$ cat config.mk
export PLATFORM = sky130hd
export DESIGN_NAME = seg7_scan_driver
export DESIGN_NICKNAME = d
export VERILOG_FILES = /design/src/rtl/seg7_pkg.sv /design/src/rtl/bcd_to_seg7.sv /design/src/rtl/seg7_scan_driver.sv
export SDC_FILE = /design/constraint.sdc
export NUM_CORES = 1
export LEC_CHECK = 0
export BUFFER_PORTS_ARGS = -buffer_cell sky130_fd_sc_hd__buf_2
export CAP_MARGIN = 40
export CELL_PAD_IN_SITES_DETAIL_PLACEMENT = 2
export CELL_PAD_IN_SITES_GLOBAL_PLACEMENT = 2
export CORE_AREA = 2 2 78 80
export CTS_CLUSTER_SIZE = 16
export DETAILED_ROUTE_END_ITERATION = 12
export DIE_AREA = 0 0 80 82
export PLACE_DENSITY = 0.8
export SYNTH_ARGS = -nofsm -noshare
export SYNTH_HDL_FRONTEND = slang
export SYNTH_HIERARCHICAL = 1
export SYNTH_SLANG_ARGS = --single-unit
export TNS_END_PERCENT = 5
$ cat constraint.sdc
create_clock -name clk -period 2.45 [get_ports clk]
set_input_delay 0 -clock clk [delete_from_list [all_inputs] [get_ports clk]]
set_output_delay 0 -clock clk [all_outputs]
set_load 0.02 [all_outputs]
$ cat src/rtl/seg7_pkg.sv
// ---------------------------------------------------------------------------
// Module : seg7_pkg
// Brief  : Shared constants and types for the seven-segment scan driver:
//          active-low segment patterns {g,f,e,d,c,b,a}, anode-off value,
//          digit count and the scan state encoding.
// Rev    : 1.0  initial release
// ---------------------------------------------------------------------------
`default_nettype none

package seg7_pkg;

  localparam int NUM_DIGITS = 4;

  // Active-low segment patterns, bit order {g,f,e,d,c,b,a}
  localparam logic [6:0] SEG_0     = 7'b1000000;
  localparam logic [6:0] SEG_1     = 7'b1111001;
  localparam logic [6:0] SEG_2     = 7'b0100100;
  localparam logic [6:0] SEG_3     = 7'b0110000;
  localparam logic [6:0] SEG_4     = 7'b0011001;
  localparam logic [6:0] SEG_5     = 7'b0010010;
  localparam logic [6:0] SEG_6     = 7'b0000010;
  localparam logic [6:0] SEG_7     = 7'b1111000;
  localparam logic [6:0] SEG_8     = 7'b0000000;
  localparam logic [6:0] SEG_9     = 7'b0010000;
  localparam logic [6:0] SEG_BLANK = 7'b1111111;

  // All anodes disabled (common-anode, active-low enables)
  localparam logic [NUM_DIGITS-1:0] AN_OFF = 4'b1111;

  // Scan states: GAP is the one-cycle dark interval between digits
  typedef enum logic [0:0] {
    GAP  = 1'b0,
    SHOW = 1'b1
  } scan_state_t;

endpackage : seg7_pkg

`default_nettype wire

$ cat src/rtl/bcd_to_seg7.sv
// ---------------------------------------------------------------------------
// Module : bcd_to_seg7
// Brief  : Combinational BCD to active-low seven-segment decoder.
//          Nibbles 10..15 are not valid BCD and produce a blank digit.
// Rev    : 1.0  initial release
// ---------------------------------------------------------------------------
`default_nettype none

module bcd_to_seg7
  import seg7_pkg::*;
(
  input  logic [3:0] bcd,
  output logic [6:0] seg
);

  // Pattern lookup; anything outside 0..9 stays dark
  always_comb begin
    seg = SEG_BLANK;
    case (bcd)
      4'd0:    seg = SEG_0;
      4'd1:    seg = SEG_1;
      4'd2:    seg = SEG_2;
      4'd3:    seg = SEG_3;
      4'd4:    seg = SEG_4;
      4'd5:    seg = SEG_5;
      4'd6:    seg = SEG_6;
      4'd7:    seg = SEG_7;
      4'd8:    seg = SEG_8;
      4'd9:    seg = SEG_9;
      default: seg = SEG_BLANK;
    endcase
  end

endmodule : bcd_to_seg7

`default_nettype wire

$ cat src/rtl/seg7_scan_driver.sv
// ---------------------------------------------------------------------------
// Module : seg7_scan_driver
// Brief  : Time-multiplexes four BCD digits onto a 4-digit common-anode
//          seven-segment display. Each digit is lit for SCAN_DIV cycles,
//          followed by a one-cycle all-off gap to suppress ghosting.
//          Digit data is captured at the start of each lit period, so input
//          changes mid-digit never disturb the display.
//          Optional macro SEG7_BLINK_EN: blink the digit chosen by
//          adjust_sel while adjust_en is high (BLINK_FRAMES frames per phase).
// Rev    : 1.0  initial release
// ---------------------------------------------------------------------------
`default_nettype none

module seg7_scan_driver
  import seg7_pkg::*;
#(
  parameter int SCAN_DIV     = 100000,
  parameter int BLINK_FRAMES = 62
) (
  input  logic        clk,
  input  logic        rst,
  input  logic [15:0] digits_in,
  input  logic [3:0]  dp_in,
  input  logic        adjust_en,
  input  logic [1:0]  adjust_sel,
  output logic [3:0]  an,
  output logic [6:0]  seg,
  output logic        dp
);

  localparam int            PW       = (SCAN_DIV > 1) ? $clog2(SCAN_DIV) : 1;
  localparam logic [PW-1:0] PRE_LAST = PW'(SCAN_DIV - 1);

  scan_state_t   state;
  logic [1:0]    idx;
  logic [PW-1:0] prescaler;

  logic [3:0]    cur_digit;
  logic [6:0]    cur_seg;
  logic          scan_tick;
  logic          blank_now;

  // Only one decoder: the digit under the scan index is muxed in front of it
  assign cur_digit = digits_in[{idx, 2'b00} +: 4];

  bcd_to_seg7 u_dec (
    .bcd (cur_digit),
    .seg (cur_seg)
  );

  // Last lit cycle of the current digit
  assign scan_tick = (state == SHOW) && (prescaler == PRE_LAST);

`ifdef SEG7_BLINK_EN
  localparam int            FW         = (BLINK_FRAMES > 1) ? $clog2(BLINK_FRAMES) : 1;
  localparam logic [FW-1:0] FRAME_LAST = FW'(BLINK_FRAMES - 1);

  logic [FW-1:0] frame_cnt;
  logic          blink_phase;

  // Count whole frames (digit3 -> digit0 wrap) and flip the blink phase
  always_ff @(posedge clk) begin
    if (rst) begin
      frame_cnt   <= '0;
      blink_phase <= 1'b0;
    end else if (scan_tick && (idx == 2'd3)) begin
      if (frame_cnt == FRAME_LAST) begin
        frame_cnt   <= '0;
        blink_phase <= ~blink_phase;
      end else begin
        frame_cnt <= frame_cnt + 1'b1;
      end
    end
  end

  assign blank_now = adjust_en && (idx == adjust_sel) && blink_phase;
`else
  // Adjust inputs exist for pin compatibility but have no effect here
  logic unused_adjust;
  assign unused_adjust = ^{adjust_en, adjust_sel};
  assign blank_now     = 1'b0;
`endif

  // Scan state machine with registered anode/segment/dp outputs
  always_ff @(posedge clk) begin
    if (rst) begin
      state     <= GAP;
      idx       <= 2'd0;
      prescaler <= '0;
      an        <= AN_OFF;
      seg       <= SEG_BLANK;
      dp        <= 1'b1;
    end else begin
      case (state)
        GAP: begin
          state     <= SHOW;
          prescaler <= '0;
          if (blank_now) begin
            an  <= AN_OFF;
            seg <= SEG_BLANK;
            dp  <= 1'b1;
          end else begin
            an  <= ~(4'b0001 << idx);
            seg <= cur_seg;
            dp  <= ~dp_in[idx];
          end
        end
        SHOW: begin
          if (prescaler == PRE_LAST) begin
            state <= GAP;
            idx   <= idx + 2'd1;
            an    <= AN_OFF;
            seg   <= SEG_BLANK;
            dp    <= 1'b1;
          end else begin
            prescaler <= prescaler + 1'b1;
          end
        end
        default: begin
          state <= GAP;
          an    <= AN_OFF;
          seg   <= SEG_BLANK;
          dp    <= 1'b1;
        end
      endcase
    end
  end

endmodule : seg7_scan_driver

`default_nettype wire
==> results of run 1 <==
-- metrics by stage --
step                utilization (%)  instances  power [mW]
floorplan                         -        205       0.622
global placement               34.9        305       0.658
detailed placement             34.9        305       0.664
CTS                            36.8        313        1.19
global route                   36.8        313        1.23
finish                         36.8        313        1.17
-- layout make-up --
| cell class | count | area (um2) |
|---|---|---|
| Clock buffer | 5 | 68.8 |
| Clock inverter | 3 | 42.5 |
| Fill cell | 682 | 3630 |
| Inverter | 12 | 45.0 |
| Multi-Input combinational cell | 150 | 1040 |
| Sequential cell | 32 | 641 |
| Tap cell | 75 | 93.8 |
| Timing Repair Buffer | 36 | 188 |
-- state kept, by name, indices dropped and copies added, names as in the netlist --
register / count
dp: 1
idx: 2
seg: 7
an: 4
state: 1
prescaler: 17
-- metal layers --
metal | up-vias | routed length [um] | track usage (%)
met5 | - | 0 | 0
met4 | 0 | 72 | 6.10
met3 | 7 | 123 | 3.74
met2 | 18 | 2440 | 27.9
met1 | 775 | 2080 | 17.3
li1 | 778 | - | -
-- critical path: cells and delay by family (launching register included) --
kind / cells / cell delay [ps]
simple gates: 2 / 340
fa+ha+maj: 1 / 220
compound gates: 3 / 300
mux: 1 / 610
flops: 1 / 560
-- how the worst min path moves through the flow --
stage,depth (start not counted),slack [ps],start,end
3_3_place_gp,2,370,rst,idx[1]
2_1_floorplan,1,100,rst,dp
6_report,2,80,rst,idx[0]
5_1_grt,2,100,rst,idx[0]
3_5_place_dp,2,390,rst,idx[0]
4_1_cts,2,70,rst,idx[0]
-- where the power goes --
group,switching [mW],internal (mW)
clock,0.221,0.301
combinational,0.0631,0.0469
sequential,0.00860,0.531
total,0.293,0.879
-- cell usage in the layout, fill, tap and decap left out, types with 2 or more instances in the layout --
master | synthesis | layout
a21oi_1 | 11 | 11
a31oi_1 | 2 | 2
buf_2 | 2 | 33
buf_4 | 2 | 3
clkbuf_8 | 0 | 5
dfxtp_1 | 32 | 32
ha_1 | 10 | 10
inv_1 | 12 | 12
mux4_2 | 5 | 5
nand2_1 | 11 | 11
nand2b_1 | 6 | 6
nand3_1 | 8 | 8
nand4_1 | 3 | 3
nand4bb_1 | 2 | 2
nor2_1 | 21 | 21
nor2b_1 | 4 | 4
nor3_1 | 13 | 13
o211ai_1 | 2 | 2
o21ai_0 | 10 | 10
o21ai_1 | 2 | 2
o21bai_1 | 11 | 11
o31ai_1 | 3 | 3
or3_1 | 5 | 5
or4_4 | 2 | 2
xnor2_1 | 5 | 5
xor2_1 | 3 | 3
-- cell families after synthesis --
kind of cell / count (synthesis) / share of synthesized area [%]
buffers and inverters: 23 / 5.82
adder cells (fa/ha/maj): 10 / 7.02
XOR/XNOR: 8 / 3.93
multiplexers: 5 / 6.32
AND/OR/NAND/NOR: 84 / 25.9
flip-flops: 32 / 35.9
AO/OA/AOI/OAI: 43 / 15.1
==> summary.md, run 1 <==
| Metric | Value |
|---|---|
| Status | finished, final reports clean |
| Worst Max-Slew Pin Slew | 683 ps |
| Root Driver | clkbuf_8 |
| Chip height | 82 um |
| Final GP Congestion | 0.751 |
| Max IR drop VDD | 0.261 mV |
| Slew HR | a little over half |
| Vias/cell | around 5.0 |
| Initial antenna violation count | 0 |
| Yosys reg bits | 32 |
| FFs w/ async S/R, synth | 0% |
| Crit Path Max Fanout | 6 |
| Critical path launch point | idx[0] |
| HPWL Detailed | 3530 um |
| N_diodes | 0 |
| P_leak | 0.783 nW |
| # rows | 28 |
| Synthesis Warnings | 6 |
| Initial core utilization | 31.0% |
| Clock latency on the worst-skew pair | about 300 ps |
| Hold-fix buffers, CTS | 0 |
| Post-synth top area cell | dfxtp_1 |
| Reg2Reg Launch Point | idx[0] |
| Post-CTS setup buffers | 0 |
| Die X | approximately 80 um |
| Syn-to-layout area delta | 18.7% |
| Startpoint Class | flip-flop |
| CTS buffer count | 5 |
| R2R depth | 7 |
| DRT antenna net count | 0 |
| GR Util All Layers | between 10% and 20% |
| Total Neg Setup Slack | 0 ps |
| Final Hold Fails | 0 |
| Post-synth EDFFs | 0 |
| Syn Inst Count | about 200 |
| Buffers on Ports | 33 |
| Final Setup Violations | 0 |
| Crit path kind | flip-flop to flip-flop |
| Maximum capacitance violations | 0 |
| End of the critical path | seg[3] |
| GRT overflow | 0 |
| Min Tclk post-route | between 2000 and 2500 ps |
| Crit-path slowest cell | mux4_2 |
| Worst min-delay path class | input port to flip-flop |
| Fraction of layout cells with a size suffix above 1 | about a quarter |
| Top cells by count, synth | 32 x dfxtp_1, 21 x nor2_1, 13 x nor3_1 |
| Synthesized Nets | 240 |
| Crit path DAT | ~2300 ps |
| Netlist cell types | 38 |
| DR iter-0 viols | 30 |
| Fin. max-slew vios | 0 |
| R2r endpoint | seg[3] |
| Max clock buf depth | 2 |
| Vias in the first global route | 1623 |
| Avg Synthesized Cell Area | just under 9 um2 |
| Crit. End Element | flip-flop |
| Clk pin slew, worst setup/hold paths | 80 ps |
| Sequential fraction of the synthesis area | a little over a third |
| Core Region | 5750 um2 |
| Htree depth | 2 |
| Area after DPL | roughly 2000 um2 |
| Wire length per cell | about 15 um |
| Final worst slack | 308 ps |
| Min Hold Slack | 75.8 ps |
| CP max stage delay | around 610 ps |
| Worst EP required | between 2000 and 3000 ps |
| Synth top area cells | dfxtp_1 36%, ha_1 7.0%, mux4_2 6.3% |
| Period utilization | between 80% and 90% |
| Mapped Area | between 1500 and 2000 um2 |
| Worst-path cell chain | mux4_2, ha_1, or2_1, a21oi_2, a31oi_1, nor2_1, o21bai_1 |
| P per Cell Area | around 550 nW/um2 |
| Num Clock Sinks | 32 |
| Die ar. | approximately 6600 um2 |
| Post-CTS Resized | 0 |
| DR vias | around 1.6k |
| Largest net degree at the start of global routing | 21 |
| DRC | 0 |
| Post-route cell area | around 2100 um2 |
| Share of the synthesized area in the top cell type | between 30% and 40% |
| F_max | between 0.4 and 0.5 GHz |
| RSZ-0062 raised after global routing | false |
| CTS tree | done |
| Pre-CTS setup slack | between 200 and 300 ps |
| Dominant synthesized flop cell | dfxtp_1 |
| Top-count cell post-synth | dfxtp_1 |
| Layout net count | between 200 and 300 |
| WL final | between 4000 and 5000 um |
| R2R setup slack | 310 ps |
| First-pass GRT wire length | 7700 um |
| Drt first pass iters | 4 |
| Io pins | 37 |
| Worst Skew | roughly 15 ps |
Note: power is estimated with default switching activity, not from simulation.
==> run 2: changes to the inputs <==
Settings changed: SLEW_MARGIN from default to 20.
Clock period 2.45 ns to 2.1 ns, I/O delays scaled along.
==> run 2 against run 1 <==
  * Critical path depth down 2
  * Maximum frequency up 8.9%
  * Worst setup slack worse by 170 ps
  * Non-clock buffer count up 8
  * Critical path type unchanged
  * Register-to-register slack worse by 170 ps
  * Highest routed layer unchanged
==> summary.md, run 2 (synthesis results as in run 1) <==
| Metric | Value |
|---|---|
| RSZ-0062 raised after global routing | false (unchanged) |
| Total Neg Setup Slack | 0 ps (unchanged) |
| P per Cell Area | 625 nW/um2 (was 554 nW/um2) |
| Layout net count | 280 (was 272) |
| Maximum capacitance violations | 0 (unchanged) |
| P_leak | 0.823 nW (was 0.783 nW) |
| DRT antenna net count | 0 (unchanged) |
| F_max | 0.509 GHz (was 0.467 GHz) |
| CTS buffer count | 5 (unchanged) |
| Final Setup Violations | 0 (unchanged) |
| Startpoint Class | flip-flop (unchanged) |
| Crit-path slowest cell | or4_4 (was mux4_2) |
| Filler cell count | 664 (was 682) |
| Crit path kind | flip-flop to flip-flop (unchanged) |
| Post-route cell area | 2190 um2 (was 2120 um2) |
| Psw | 339 uW (was 293 uW) |
| GR Util All Layers | 16.8% (was 15.4%) |
| Clock latency on the worst-skew pair | 290 ps (was 300 ps) |
| Area after DPL | 2050 um2 (was 2010 um2) |
| Hold Path Depth | 2 (unchanged) |
| Max IR drop VDD | 0.314 mV (was 0.261 mV) |
| CP max stage delay | 610 ps (about the same) |
| Crit Path Max Fanout | 5 (was 6) |
| Switching part of the total | 24.8% (was 25.0%) |
| Cell-internal power | 1.03 mW (was 879 uW) |
| Initial antenna violation count | 0 (unchanged) |
| Min Hold Slack | 74.6 ps (was 75.8 ps) |
| Clock network power share | 44.2% (was 44.5%) |
| Num Clock Sinks | 32 (unchanged) |
| R2R depth | 5 (was 7) |
| Clk pin slew, worst setup/hold paths | 80 ps (about the same) |
| Hold-fix buffers, CTS | 0 (unchanged) |
| Io pins | 37 (unchanged) |
| Chip height | 82 um (unchanged) |
| Core Region | 5750 um2 (unchanged) |
| CTS tree | done (unchanged) |
| Largest net degree at the start of global routing | 18 (was 21) |
| WL final | 5070 um (was 4720 um) |
| Initial core utilization | 31.0% (unchanged) |
| DR iter-0 viols | 19 (was 30) |
| Min Tclk post-route | 1970 ps (was 2140 ps) |
| Die X | 80 um (unchanged) |
| Crit. End Element | flip-flop (unchanged) |
| Crit path DAT | 2170 ps (was 2330 ps) |
| Vias/cell | 5.09 (was 5.04) |
| Final GP Congestion | 0.731 (was 0.751) |
| Sequential share of power | 45.8% (was 46.1%) |
| Root Driver | clkbuf_8 (unchanged) |
| # rows | 28 (unchanged) |
| Slew HR | 57.7% (was 54.5%) |
| Worst Max-Slew Pin Slew | 635 ps (was 683 ps) |
| Vias in the first global route | 1775 (was 1623) |
| DRC | 0 (unchanged) |
| Worst Skew | 9.76 ps (was 14.8 ps) |
| Largest register FFs | 17 (unchanged) |
| Commonest non-fill, non-tap cell in the layout | buf_2 (unchanged) |
| GRT overflow | 0 (unchanged) |
| Worst min-delay path class | input port to flip-flop (unchanged) |
| Fraction of layout cells with a size suffix above 1 | 28.0% (was 24.4%) |
| Max clock buf depth | 2 (unchanged) |
| Status | finished, final reports clean (unchanged) |
| Top flop regs | prescaler: 17 flops, seg: 7 flops, an: 4 flops (unchanged) |
| Wire length per cell | 15.8 um (was 15.1 um) |
| Period utilization | 93.6% (was 87.4%) |
| Buffers on Ports | 33 (unchanged) |
| Combinational Power Share | 10.0% (was 9.4%) |
| Fin. max-slew vios | 0 (unchanged) |
| N_diodes | 0 (unchanged) |
| Drt first pass iters | 4 (unchanged) |
| Final Hold Fails | 0 (unchanged) |
| DR vias | 1633 (was 1578) |
| Htree depth | 2 (unchanged) |
| Worst EP required | 2310 ps (was 2640 ps) |
| Most flop-heavy register | prescaler (unchanged) |
| Most frequent cells in the layout | 33 x buf_2, 31 x dfxtp_1, 21 x nor2_1 (was 33 x buf_2, 32 x dfxtp_1, 21 x nor2_1) |
| Post-layout util | 38.1% (was 36.8%) |
| HPWL Detailed | 3580 um (was 3530 um) |
| Syn-to-layout area delta | 22.7% (was 18.7%) |
| Worst-path cell chain | ha_2, nand4_1, or4_4, or3_1, a21oi_1 (was mux4_2, ha_1, or2_1, a21oi_2, a31oi_1, nor2_1, o21bai_1) |
| Die ar. | 6560 um2 (unchanged) |
| First-pass GRT wire length | 8490 um (was 7700 um) |
run 2: what timing repair did:
action / in CTS / in global routing
endpoints found under the setup margin: 0 / 7
buffers inserted: 0 / 2
gates resized for setup: 0 / 4
run 2: routing by layer:
layer	track usage (%)	vias up	wire length (um)
met5	0	-	0
met2	31.6	20	2820
met3	3.41	7	128
li1	-	800	-
met4	5.93	0	59
met1	18.6	806	2060
run 2: worst max-delay path, delay by kind of cell (launching register included):
kind / cells / cell delay (ps)
fa+ha+maj: 1 / 220
compound gates: 1 / 160
simple gates: 3 / 1180
flops: 1 / 340
run 2: per-stage QoR:
stage                     power [mW]  std cells  setup slack, ps
after global routing            1.43        321             34.7
after global placement         0.772        311              110
after CTS                       1.39        319             32.6
after floorplan                0.726        205              126
after detailed placement       0.778        311             47.9
final                           1.37        321              134
run 2: layout make-up:
cell class	count	area (um2)	area share [%]
multi-input cells	150	1040	47.8
flip-flops and latches	32	644	29.5
repair buffers	44	248	11.3
well taps	75	93.8	4.29
clock buffers	5	68.8	3.15
inverters	12	45.0	2.06
clock inverters	3	42.5	1.95
run 2: worst paths after layout:
kind / end / start / slack [ps]
setup / recovery: prescaler[16] / prescaler[0] / 130
hold reg to reg: dp / dp / 480
hold / removal: state / rst / 70
setup reg to reg: prescaler[16] / prescaler[0] / 130
run 2: power groups by stage:
stage	combinational [mW]	sequential, mW	clock, mW
finish	0.137	0.625	0.604
global route	0.155	0.627	0.650
CTS	0.138	0.627	0.623
detailed placement	0.137	0.641	0
global placement	0.131	0.640	0
floorplan	0.0707	0.655	0
==> run 3: changes to the inputs <==
Settings changed: PLACE_DENSITY 0.8 to 0.79, SYNTH_HIERARCHICAL 1 to default.
==> run 3 against run 2 <==
  * First-iteration DRC count is 84% higher
  * Core utilization is 1.2 points lower
  * Count of clock-buffer cells in the layout stayed put
  * Critical path depth is 1 higher
  * Maximum frequency is 0.18% higher
  * Clock power is 24% lower
  * Combinational power is 7% lower
  * Highest routed layer unchanged
==> summary.md, run 3 <==
| Metric | Value |
|---|---|
| Root Driver | clkbuf_8 (unchanged) |
| Largest register FFs | 17 (unchanged) |
| Hold wc startpoint | rst (unchanged) |
| Clk pin slew, worst setup/hold paths | 70 ps (was 80 ps) |
| Drt first pass iters | 3 (was 4) |
| RSZ-0062 raised after global routing | false (unchanged) |
| Maximum capacitance violations | 0 (unchanged) |
| WL final | 4940 um (was 5070 um) |
| Crit Path Max Fanout | 6 (was 5) |
| Worst EP required | 2280 ps (was 2310 ps) |
| Min Hold Slack | 88.2 ps (was 74.6 ps) |
| F_max | 0.509 GHz (about the same) |
| Total Neg Setup Slack | 0 ps (unchanged) |
| CTS buffer count | 5 (unchanged) |
| Fin. max-slew vios | 0 (unchanged) |
| Clock latency on the worst-skew pair | 280 ps (was 290 ps) |
| Crit path DAT | 2140 ps (was 2170 ps) |
| Crit path max-delay family | multiplexers (was simple AND/OR/NAND/NOR gates) |
| Layout net count | 267 (was 280) |
| Crit path kind | flip-flop to flip-flop (unchanged) |
| Final Setup Violations | 0 (unchanged) |
| DRC | 0 (unchanged) |
| Post-CTS Resized | 0 (unchanged) |
| Buffers & Inverters on Critical Path | 1 (was 0) |
| # placed instances | 300 (was 311) |
| Die ar. | 6560 um2 (unchanged) |
| Reg2Reg Launch Point | idx[0] (was prescaler[0]) |
| Worst Max-Slew Pin Slew | 442 ps (was 635 ps) |
| Synth top area cells | dfxtp_1 36%, ha_1 7.0%, mux4_2 3.8% (was dfxtp_1 36%, ha_1 7.0%, mux4_2 6.3%) |
| Htree depth | 2 (unchanged) |
| Area after DPL | 2040 um2 (was 2050 um2) |
| # rows | 28 (unchanged) |
| Final Hold Fails | 0 (unchanged) |
| Commonest non-fill, non-tap cell in the layout | buf_2 (unchanged) |
| Wire length per cell | 16.1 um (was 15.8 um) |
| First-pass GRT wire length | 8180 um (was 8490 um) |
| Post-CTS setup buffers | 0 (unchanged) |
| Crit. End Element | flip-flop (unchanged) |
| Share of the synthesized area in the top cell type | 36.1% (was 35.9%) |
| FFs w/ async S/R, synth | 0% (unchanged) |
| HPWL Detailed | 3780 um (was 3580 um) |
| Filler cell count | 681 (was 664) |
| Netlist cell types | 43 (was 38) |
| Crit-path slowest cell | mux4_2 (was or4_4) |
| Mapped Area | 1780 um2 (about the same) |
| P_leak | 0.772 nW (was 0.823 nW) |
| Synthesis Warnings | 0 (was 6) |
| Io pins | 37 (unchanged) |
| Status | finished, final reports clean (unchanged) |
| Top cells by count, synth | 32 x dfxtp_1, 16 x nand2_1, 13 x a21oi_1 (was 32 x dfxtp_1, 21 x nor2_1, 13 x nor3_1) |
| Chip height | 82 um (unchanged) |
| Non-Filler Instances | 307 (was 321) |
| Startpoint Class | flip-flop (unchanged) |
| Synthesized Nets | 230 (was 240) |
| Min Tclk post-route | 1960 ps (was 1970 ps) |
| Vias in the first global route | 1673 (was 1775) |
| Num Clock Sinks | 32 (unchanged) |
| Initial antenna violation count | 0 (unchanged) |
| Avg Synthesized Cell Area | 9.11 um2 (was 8.70 um2) |
| Post-synth top area cell | dfxtp_1 (unchanged) |
| Max clock buf depth | 2 (unchanged) |
| GR Util All Layers | 16.4% (was 16.8%) |
| Syn Inst Count | 195 (was 205) |
| N_diodes | 0 (unchanged) |
| Yosys reg bits | 32 (unchanged) |
| CP max stage delay | 650 ps (was 610 ps) |
| Post-route cell area | 2120 um2 (was 2190 um2) |
| Period utilization | 93.5% (was 93.6%) |
| Worst-path cell chain | mux4_2, inv_1, ha_1, nor2_1, o21ai_0, o21a_1 (was ha_2, nand4_1, or4_4, or3_1, a21oi_1) |
| P per Cell Area | 575 nW/um2 (was 625 nW/um2) |
| Post-synth EDFFs | 0 (unchanged) |
| Buffers on Ports | 33 (unchanged) |
| Sequential fraction of the synthesis area | 36.1% (was 35.9%) |
| Initial core utilization | 30.9% (was 31.0%) |
| DR iter-0 viols | 35 (was 19) |
| Most frequent cells in the layout | 33 x buf_2, 32 x dfxtp_1, 16 x nand2_1 (was 33 x buf_2, 31 x dfxtp_1, 21 x nor2_1) |
| Worst min-delay path class | input port to flip-flop (unchanged) |
| Critical path launch point | idx[0] (was prescaler[0]) |
| Syn-to-layout area delta | 19.4% (was 22.7%) |
| Worst Skew | 5.44 ps (was 9.76 ps) |
| Top flop regs | prescaler: 17 flops, seg: 7 flops, an: 4 flops (unchanged) |
| Core Region | 5750 um2 (unchanged) |
| Hold-fix buffers, CTS | 0 (unchanged) |
| Dominant synthesized flop cell | dfxtp_1 (unchanged) |
| Most flop-heavy register | prescaler (unchanged) |
| Final GP Congestion | 0.810 (was 0.731) |
| CTS tree | done (unchanged) |
| Largest net degree at the start of global routing | 15 (was 18) |
| Fraction of layout cells with a size suffix above 1 | 24.6% (was 28.0%) |
| DRT antenna net count | 0 (unchanged) |
| Max IR drop VDD | 0.243 mV (was 0.314 mV) |
| GRT overflow | 0 (unchanged) |
| DR vias | 1618 (was 1633) |
| Top-count cell post-synth | dfxtp_1 (unchanged) |
| Die X | 80 um (unchanged) |
| Slew HR | 70.3% (was 57.7%) |
| Vias/cell | 5.27 (was 5.09) |
## run 3: changes by cell type after synthesis, moves of 3 or more
cell	delta
nand2_1	+5
or3_1	+5
and3_1	+3
xnor2_1	-4
o221a_2	+4
nor2_1	-10
nor3_1	-10
o21bai_1	-11
xor2_1	+4
nand4_1	+6
nor2b_1	-4
a21o_1	+5
## run 3: worst paths after layout
kind / cells after the start / slack (ps) / endpoint
max: 6 / 140 / seg[1]
min: 2 / 90 / idx[1]
min reg2reg: 2 / 480 / prescaler[1]
max reg2reg: 6 / 140 / seg[1]
## run 3: cells by family after synthesis
kind of cell,count (synthesis),share of synthesized area [%]
mux,5,6.76
flops,32,36.1
xor+xnor,8,3.94
compound gates,44,17.4
buf+inv,20,4.86
simple gates,76,23.9
fa+ha+maj,10,7.04
## run 3: per-stage QoR
stage / utilization, % / setup slack (ps) / power, mW
after detailed placement: 35.5 / 155 / 0.776
after global routing: 36.9 / 16.6 / 1.29
after CTS: 36.9 / 133 / 1.24
final: 36.9 / 137 / 1.22
after floorplan: - / 275 / 0.720
after global placement: 35.5 / 177 / 0.771
## run 3: cell type report
class / instances / area [um2] / area share [%]
repair buffers: 40 / 218 / 10.3
clock buffers: 5 / 68.8 / 3.24
well taps: 75 / 93.8 / 4.42
clock inverters: 2 / 12.5 / 0.590
inverters: 10 / 37.5 / 1.77
flip-flops and latches: 32 / 641 / 30.2
multi-input cells: 143 / 1050 / 49.5
## run 3: per-layer routing
metal  part of all wire [%]  routed length [um]  vias to the layer above  GRT usage (%)
met5                      0                   0                        -              0
met4                   0.91                  45                        0           4.58
met3                    2.6                 126                        4           3.96
met2                     53                2640                       16           30.3
met1                     43                2130                      804           18.7
li1                       -                   -                      794              -
## run 3: power breakdown
group / internal, mW / switching [mW]
logic: 0.0553 / 0.0726
clock network: 0.224 / 0.235
registers: 0.622 / 0.0101
total: 0.901 / 0.318
